`src/rtl/proc_ctrl_pkg.sv`:
```
// Shared state encoding, opcode constants and decode helper for the stage sequencer.
package proc_ctrl_pkg;

    typedef enum logic [2:0] {
        StIdle      = 3'd0,
        StFetch     = 3'd1,
        StDecode    = 3'd2,
        StExecute   = 3'd3,
        StMemory    = 3'd4,
        StWriteback = 3'd5,
        StHalt      = 3'd6,
        StFault     = 3'd7
    } state_t;

    localparam logic [6:0] OP_R      = 7'b0110011;
    localparam logic [6:0] OP_IMM    = 7'b0010011;
    localparam logic [6:0] OP_LOAD   = 7'b0000011;
    localparam logic [6:0] OP_STORE  = 7'b0100011;
    localparam logic [6:0] OP_BRANCH = 7'b1100011;
    localparam logic [6:0] OP_SYSTEM = 7'b1110011;

    // Opcodes that proceed to EXECUTE; SYSTEM is handled separately.
    function automatic logic is_exec_op(input logic [6:0] op);
        return (op == OP_R) || (op == OP_IMM) || (op == OP_LOAD) ||
               (op == OP_STORE) || (op == OP_BRANCH);
    endfunction

endpackage

```
`src/rtl/mem_wait_timer.sv`:
```
// Counts request cycles without ready and flags the cycle that exhausts the budget.
module mem_wait_timer #(
    parameter int unsigned MEM_TIMEOUT = 15
) (
    input  logic clk,
    input  logic rst,
    input  logic clr,
    input  logic req,
    input  logic ready,
    output logic expired
);

    localparam int unsigned W = $clog2(MEM_TIMEOUT + 2);
    localparam logic [W-1:0] LIMIT = (MEM_TIMEOUT == 0) ? '0 : W'(MEM_TIMEOUT - 1);

    logic [W-1:0] cnt_q;

    // Expires on the request cycle that would bring the count to MEM_TIMEOUT;
    // a ready in that same cycle takes priority.
    assign expired = (MEM_TIMEOUT != 0) && req && !ready && (cnt_q == LIMIT);

    // Wait counter: cleared on stage entry, advances on stalled request cycles.
    always_ff @(posedge clk) begin
        if (rst || clr) begin
            cnt_q <= '0;
        end else if (req && !ready && !expired) begin
            cnt_q <= cnt_q + W'(1);
        end
    end

endmodule

```
`src/rtl/proc_stage_sequencer.sv`:
```
// Multi-cycle stage sequencer: one datapath stage per state, memory handshakes,
// halt/fault handling and performance counters.
module proc_stage_sequencer
    import proc_ctrl_pkg::*;
#(
    parameter int unsigned MEM_TIMEOUT = 15,
    parameter int unsigned CNT_W       = 64
) (
    input  logic             clk,
    input  logic             rst,
    input  logic             start,
    input  logic [6:0]       opcode,
    input  logic             mem_read,
    input  logic             mem_write,
    input  logic             reg_write,
    input  logic             imem_ready,
    input  logic             dmem_ready,
    output logic             imem_req,
    output logic             dmem_req,
    output logic             dmem_we,
    output logic             ir_we,
    output logic             ex_en,
    output logic             rf_we,
    output logic             pc_we,
    output logic             busy,
    output logic             halted,
    output logic             fault,
    output logic [2:0]       state,
    output logic [CNT_W-1:0] cycle_cnt,
    output logic [CNT_W-1:0] instret
);

    state_t state_q, state_d;
    logic   expired;
    logic   wait_clr;
    logic   wait_ready;

    assign state  = state_q;
    assign busy   = (state_q != StIdle) && (state_q != StHalt) && (state_q != StFault);
    assign halted = (state_q == StHalt);
    assign fault  = (state_q == StFault);

    // Clear the wait counter whenever a waiting stage is freshly entered.
    assign wait_clr   = (state_d != state_q) && ((state_d == StFetch) || (state_d == StMemory));
    assign wait_ready = (state_q == StMemory) ? dmem_ready : imem_ready;

    mem_wait_timer #(
        .MEM_TIMEOUT(MEM_TIMEOUT)
    ) u_wait_timer (
        .clk    (clk),
        .rst    (rst),
        .clr    (wait_clr),
        .req    (imem_req | dmem_req),
        .ready  (wait_ready),
        .expired(expired)
    );

    // State register.
    always_ff @(posedge clk) begin
        if (rst) begin
            state_q <= StIdle;
        end else begin
            state_q <= state_d;
        end
    end

    // Next-state and stage strobes from the registered state plus ready inputs.
    always_comb begin
        state_d  = state_q;
        imem_req = 1'b0;
        dmem_req = 1'b0;
        dmem_we  = 1'b0;
        ir_we    = 1'b0;
        ex_en    = 1'b0;
        rf_we    = 1'b0;
        pc_we    = 1'b0;
        unique case (state_q)
            StIdle: begin
                if (start) state_d = StFetch;
            end
            StFetch: begin
                imem_req = 1'b1;
                if (imem_ready) begin
                    ir_we   = 1'b1;
                    state_d = StDecode;
                end else if (expired) begin
                    state_d = StFault;
                end
            end
            StDecode: begin
                if (opcode == OP_SYSTEM)    state_d = StHalt;
                else if (is_exec_op(opcode)) state_d = StExecute;
                else                         state_d = StFault;
            end
            StExecute: begin
                ex_en = 1'b1;
                if (mem_read || mem_write) begin
                    state_d = StMemory;
                end else if (opcode == OP_BRANCH) begin
                    pc_we   = 1'b1;
                    state_d = StFetch;
                end else begin
                    state_d = StWriteback;
                end
            end
            StMemory: begin
                dmem_req = 1'b1;
                dmem_we  = mem_write;
                if (dmem_ready) begin
                    if (mem_write) begin
                        pc_we   = 1'b1;
                        state_d = StFetch;
                    end else begin
                        state_d = StWriteback;
                    end
                end else if (expired) begin
                    state_d = StFault;
                end
            end
            StWriteback: begin
                rf_we   = reg_write;
                pc_we   = 1'b1;
                state_d = StFetch;
            end
            StHalt, StFault: begin
                state_d = state_q;
            end
        endcase
    end

    // Performance counters: active cycles and retired instructions.
    always_ff @(posedge clk) begin
        if (rst) begin
            cycle_cnt <= '0;
            instret   <= '0;
        end else begin
            if (busy)  cycle_cnt <= cycle_cnt + CNT_W'(1);
            if (pc_we) instret   <= instret + CNT_W'(1);
        end
    end

endmodule

```
`config.mk`:
```
export PLATFORM = sky130hd
export DESIGN_NAME = proc_stage_sequencer
export DESIGN_NICKNAME = d
export VERILOG_FILES = /design/src/rtl/proc_ctrl_pkg.sv /design/src/rtl/mem_wait_timer.sv /design/src/rtl/proc_stage_sequencer.sv
export SDC_FILE = /design/constraint.sdc
export NUM_CORES = 1
export LEC_CHECK = 0
export ABC_AREA = 1
export BUFFER_PORTS_ARGS = -buffer_cell sky130_fd_sc_hd__buf_4
export CORE_MARGIN = 2
export CORE_UTILIZATION = 50
export DETAILED_ROUTE_END_ITERATION = 10
export PLACE_DENSITY = 0.76
export SYNTH_ARGS = -nofsm -noshare
export SYNTH_HDL_FRONTEND = slang
export SYNTH_HIERARCHICAL = 1
export SYNTH_SLANG_ARGS = --single-unit
```
`constraint.sdc`:
```
create_clock -name clk -period 2.24 [get_ports clk]
set_clock_uncertainty 0.1 [all_clocks]
set_input_delay 0.224 -clock clk [delete_from_list [all_inputs] [get_ports clk]]
set_output_delay 0.224 -clock clk [all_outputs]
set_load 0.005 [all_outputs]
```
# == Yosys cells after proc, flatten, opt, wreduce, memory -nomap -nowiden ==
# Index checks and enable logic that the tools add are counted.
# W data, S select, Z words.
# op_classes
addsub,3
n_mul,0
div,0
order_cmp,0
n_eq_ne,19
shifts,0
n_mux,23
bitwise,1
reduce_logical,18
# op_table
op,count
$add A64 B1 Y64 const B,2
$mux W3,9
$pmux W3 S7,1
$eq A3 B3 Y1 const B,5
$eq A7 B6 Y1 const B,2
$eq A7 B7 Y1 const B,2
$mux W1,12
$eq A7 B2 Y1 const B,1
$eq A7 B5 Y1 const B,1
$logic_or A1 B1 Y1,7
$eq A3 B1 Y1 const B,2
$eq A3 B2 Y1 const B,2
$logic_and A1 B1 Y1,6
$ne A3 B3 Y1 const B,2
$add A5 B1 Y5 const B,1
$eq A5 B4 Y1 const B,1
$logic_not A3 Y1,1
$ne A3 B3 Y1,1
$pmux W1 S3,1
$reduce_bool A3 Y1,1
$logic_not A1 Y1,2
$reduce_or A2 Y1,1
$or A1 B1 Y1,1
# totals
register_bits,136
latch_bits,0
ramBits,0
rom_bits,0
out_inout_bits,141
memories,0

# == Depth between registers and ports, before layout ==
# logic_depth
depth_word,12
depth_mapped,20
ltp_nobuf,20

# == By module ==
# The synthesis kept the hierarchy.
# modules_own_cells
mod,instances,cells_each,area_each_um2,seq_area_each_um2
proc_stage_sequencer,1,1283,7805.0,2622.5
mem_wait_timer,1,43,309.0,100.1

# == Worst setup path before layout ==
# Ideal clock, no wire load.
# synth_path
kind,register to register
startpoint,reg state_q[2] (netlist: state[2])
endpoint,reg u_wait_timer.cnt_q[4]
setup_time_ns,0.115
arrival_time_ns,2.203
required_time_ns,2.025
slack_ns,-0.177
path_stages_with_launch,18
n_path_buf,0
synth_period_minus_slack_ns,2.417
cell_sequence,dfxtp_1 > inv_2 > nor2_1 > nand2_1 > inv_1 > nand2_1 > o21ai_0 > inv_1 > nand2_1 > nor2_1 > nor2_1 > a21oi_1 > nor4_1 > nand2_1 > nor2_1 > nor2_8 > o21ai_1 > nor2_1
# synth_between
elab_chain_len,12
word_cells_on_any_way,29
classes_between,eq/ne: 10; mux: 8; bitwise: 1; reduce/logical: 10
# synth_lines
item,line,rtl
"start, declared",proc_stage_sequencer.sv:33,"state_t state_q, state_d;"
"start signal, assigned",proc_stage_sequencer.sv:61,state_q <= StIdle;
"start signal, assigned",proc_stage_sequencer.sv:63,state_q <= state_d;
$eq A3 B3 Y1 *,proc_stage_sequencer.sv:77,unique case (state_q)
$mux W1 *,proc_stage_sequencer.sv:77,
named net dmem_req,proc_stage_sequencer.sv:19,"output logic dmem_req,"
$or A1 B1 Y1 *,proc_stage_sequencer.sv:53,".req (imem_req | dmem_req),"
$logic_and A1 B1 Y1 * (2 in series),mem_wait_timer.sv:20,assign expired = (MEM_TIMEOUT != 0) && req && !ready && (cnt_q == LIMIT);
named net expired,proc_stage_sequencer.sv:34,logic expired;
$mux W3 *,"proc_stage_sequencer.sv:86, proc_stage_sequencer.sv:116",
$mux W3 (on tied branches),"proc_stage_sequencer.sv:109, proc_stage_sequencer.sv:83",
$pmux W3 S7 *,proc_stage_sequencer.sv:77,
$eq A3 B1 Y1 or $eq A3 B3 Y1 (tied branches),proc_stage_sequencer.sv:44,assign wait_clr = (state_d != state_q) && ((state_d == StFetch) || (state_d == StMemory));
$logic_or A1 B1 Y1,proc_stage_sequencer.sv:44,
$logic_and A1 B1 Y1 *,proc_stage_sequencer.sv:44,
named net wait_clr,proc_stage_sequencer.sv:35,logic wait_clr;
$logic_or A1 B1 Y1 *,mem_wait_timer.sv:24,if (rst || clr) begin
"end signal, assigned",mem_wait_timer.sv:27,cnt_q <= cnt_q + W'(1);
"end, declared",mem_wait_timer.sv:16,logic [W-1:0] cnt_q;
# Mark *: on every way through the listed nets, which the timed path passes. The rest lies on a longest branch.
# A chain may end at the register's enable or synchronous reset.

# == Worst setup path in the final report ==
# layout_path
startpoint,reg state_q[2] (netlist: state[2])
endpoint,reg u_wait_timer.cnt_q[2]
# layout_between
elab_chain_len,12
word_cells_on_any_way,29
classes_between,eq/ne: 10; mux: 8; bitwise: 1; reduce/logical: 10
# layout_lines
item,line,rtl
$eq A3 B3 Y1 *,proc_stage_sequencer.sv:45,assign wait_ready = (state_q == StMemory) ? dmem_ready : imem_ready;
$mux W1 *,proc_stage_sequencer.sv:45,
named net wait_ready,proc_stage_sequencer.sv:36,logic wait_ready;
$logic_not A1 Y1 *,mem_wait_timer.sv:20,
$logic_and A1 B1 Y1 * (2 in series),mem_wait_timer.sv:20,
named net expired,proc_stage_sequencer.sv:34,
$mux W3 *,"proc_stage_sequencer.sv:86, proc_stage_sequencer.sv:116",
$mux W3 (on tied branches),"proc_stage_sequencer.sv:109, proc_stage_sequencer.sv:83",
$pmux W3 S7 *,proc_stage_sequencer.sv:77,
$eq A3 B1 Y1 or $eq A3 B3 Y1 (tied branches),proc_stage_sequencer.sv:44,
$logic_or A1 B1 Y1,proc_stage_sequencer.sv:44,
$logic_and A1 B1 Y1 *,proc_stage_sequencer.sv:44,
named net wait_clr,proc_stage_sequencer.sv:35,
$logic_or A1 B1 Y1 *,mem_wait_timer.sv:24,
# Marked as above.

==> reports/metrics.cfg <==
[detailed_routing]
wl_per_cell_um = 13.9
drt-initial-drc-count = 877
ant_nets = 0
drc_errors = 0
via_per_inst = 5.28
first_pass_iters = 6
vias = 9214
drt-total-wl_um = 24300

[cells_and_area]
final_core_util_pct = 65.3
stdcell_count = 1745
diodes = 0
drive_above_1_share_pct = 19.4
multi_input_area_um2 = 4780
syn_to_final_growth_pct = 27.9
fillers = 1489
nets = 1535
regArea_um2 = 2730

[yosys]
synth_nets = 1345
yosys.area.top_type = dfxtp_1
synth_fa_ha_area_share_pct = 0.617
synthXorXnorAreaFrac_pct = 2.05
yosys_warnings = 6
ys.flop_type = dfxtp_1
synthMuxAreaShare_pct = 0
synth_top_family_by_area = simple AND/OR/NAND/NOR gates
yosys_register_bits = 136
synth-compound-area-share_pct = 7.20
synth_top_area_share_pct = 33.6
synth.yosys.seq_area_share_pct = 33.6
synth_cells = 1326
synthTopCellsByArea = dfxtp_1 (34%), nand2_1 (16%), nor2_1 (14%), inv_1 (6.6%), nand3_1 (5.9%)
async_flop_share_pct = 0
syn_avg_cell_area_um2 = 6.12
synth_cell_types = 44
post_synth_and_or_nand_nor_area_fraction_pct = 48.1
synth_area_um2 = 8110
synth_edf_count = 0

[clocking]
clk_pin_slew_worst_paths_ns = 0.06
htreeDepth = 4
cts_tree = done
clock_latency_ns = 0.43
cts_sinks = 136
root_buffer = clkbuf_16
cts_buffer_depth = 2
cts_buffers = 17

[setup_path]
r2r_start = state[2]$_SDFF_PP0_
path_cells = inv_2, nor2_4, nand2_2, inv_2, nand2_1, o21ai_0, inv_1, nand2_1, nor2_2, nor2_1, a21oi_1, nor4_2, nand2_2, nor2_4, nor2_8, o21ai_1, nor2_1
startpoint = state[2]$_SDFF_PP0_
worst-path-max-fanout = 5
cp.arrival_ns = 2.40
startpoint_type = flip-flop
max_stage_delay_ns = 0.33
worst_path_max_delay_cell = dfxtp_2
cp-end-kind = flip-flop
worstPathRequired_ns = 2.47
path_class = flip-flop to flip-flop

[global_routing]
gr-total-overflow = 0
grt_usage_pct = 27.9
grt_max_degree = 61
antenna_found_initial = 0
grt_pass1_vias = 8340
grt_pass1_wl_um = 39800

[placement]
gp_congestion = 0.959
dp_hpwl_um = 18200
port_buffers = 155
dp.cells = 1711

[sta]
setup_viol = 0
final-max-slew-violation-count = 0
worst_pin_slew_ns = 0.728
max_freq_mhz = 461
period_needed_ns = 2.17
fin_hold_ws_ns = 0.117
hold_viol = 0
post-route-period-util_pct = 96.8
relSlewSlack_pct = 51.5

[floorplanning]
initial_core_util_pct = 51.1
fp.dieW_um = 131
die_y_um = 131
die_area_um2 = 17300
core_area_um2 = 15900
row_count = 46
io_pins = 156

[power_and_ir_drop]
ir_drop_mv = 0.575
p_per_area_nw_per_um2 = 634
leakage_uw = 0.00414

[min_path]
worstHoldPathType = input pin to flip-flop
hold_start = start

[run_status]
status = finished clean

[run]
maxCapViolations = 0

routing by layer:
metal / track usage (%) / wire [um]
met5: 0 / 0
met4: 10.2 / 500
met3: 5.13 / 1780
met2: 46.6 / 11400
met1: 36.0 / 10600
metrics by stage:
stage               instance area, um2  TNS, ns  power (uW)  setup WS (ns)
floorplan                         8130        0        3370        0.00715
global placement                  9740        0        3750         0.0574
detailed placement                9740        0        3780      0.0000913
CTS                              10300        0        6500         0.0275
global route                     10400   -0.313        6860        -0.0703
finish                           10400        0        6580         0.0714
placed cells by master, fill, tap and decap left out, types with 29 or more instances in the layout:
cell type and count:
buf_4 191, o21ai_0 39, nand4_1 36, dfxtp_1 133, nand2_1 333, nor3_1 29
a21oi_1 56, nand3_1 95, inv_1 140, nor2_1 300
critical path: cells and delay by family, from the launching register on:
family | cells | cell delay, ns
AND/OR/NAND/NOR | 11 | 1.15
buffers and inverters | 3 | 0.20
flip-flops | 1 | 0.33
AO/OA/AOI/OAI | 3 | 0.27
path summary, 6_finish.rpt:
kind,end,slack (ns),cells past startpoint
max,u_wait_timer/cnt_q[2]$_SDFFE_PP0P_,0.07,17
min,state[0]$_SDFF_PP0_,0.12,4
min reg2reg,instret[5]$_SDFFE_PP0P_,0.38,2
max reg2reg,u_wait_timer/cnt_q[2]$_SDFFE_PP0P_,0.07,17
cell usage after synthesis, types with 2 or more instances:
cell        n
nand2_1   341
nor2_1    304
inv_1     143
dfxtp_1   136
nand3_1    96
a21oi_1    57
o21ai_0    41
nand4_1    36
nor3_1     31
nor2_2     14
nor2_4     14
xor2_1     13
nor3b_1    11
clkbuf_1   10
nor4_1      6
xnor2_1     6
and2_1      5
inv_2       5
nand3_2     5
a31oi_1     4
buf_1       4
ha_1        4
and3_1      3
buf_2       3
buf_6       3
nand2_4     3
nand3b_1    3
o21a_1      3
buf_4       2
inv_4       2
nand2_2     2
o21ai_1     2
o21bai_1    2
or2_2       2
report_power, final:
part | switching (uW) | internal [uW]
Sequential | 59.7 | 2480
Combinational | 808 | 524
Clock | 1060 | 1650
Total | 1930 | 4660
cell families after synthesis:
group                      Yosys count
DFF                                136
xor gates and xnor gates            19
AOI/OAI and AO/OA                  112
adders and majority gates            4
and+or+nand+nor                    883
buffers and inverters              172
repair_timing:
action                                  4_1_cts  5_1_grt
hold buffers                                  0        0
gates resized for setup                       2       21
pin swaps                                     0        6
gates cloned                                  0        0
buffers inserted                              0        2
endpoints found under the setup margin        3       14
flip-flops by register name, indices dropped and copies added (netlist names):
register,count
instret,64
u_wait_timer/cnt_q,5
state,3
cycle_cnt,64
layout make-up:
cell class	count	area share, %
clock buffer	22	4.38
clock inverter	10	0.989
inverter	150	5.47
sequential	136	26.3
timing repair buffer	193	14.2
multi-input combinational	1018	46.1
tap	216	2.60
Note: power is estimated with default switching activity, not from simulation.
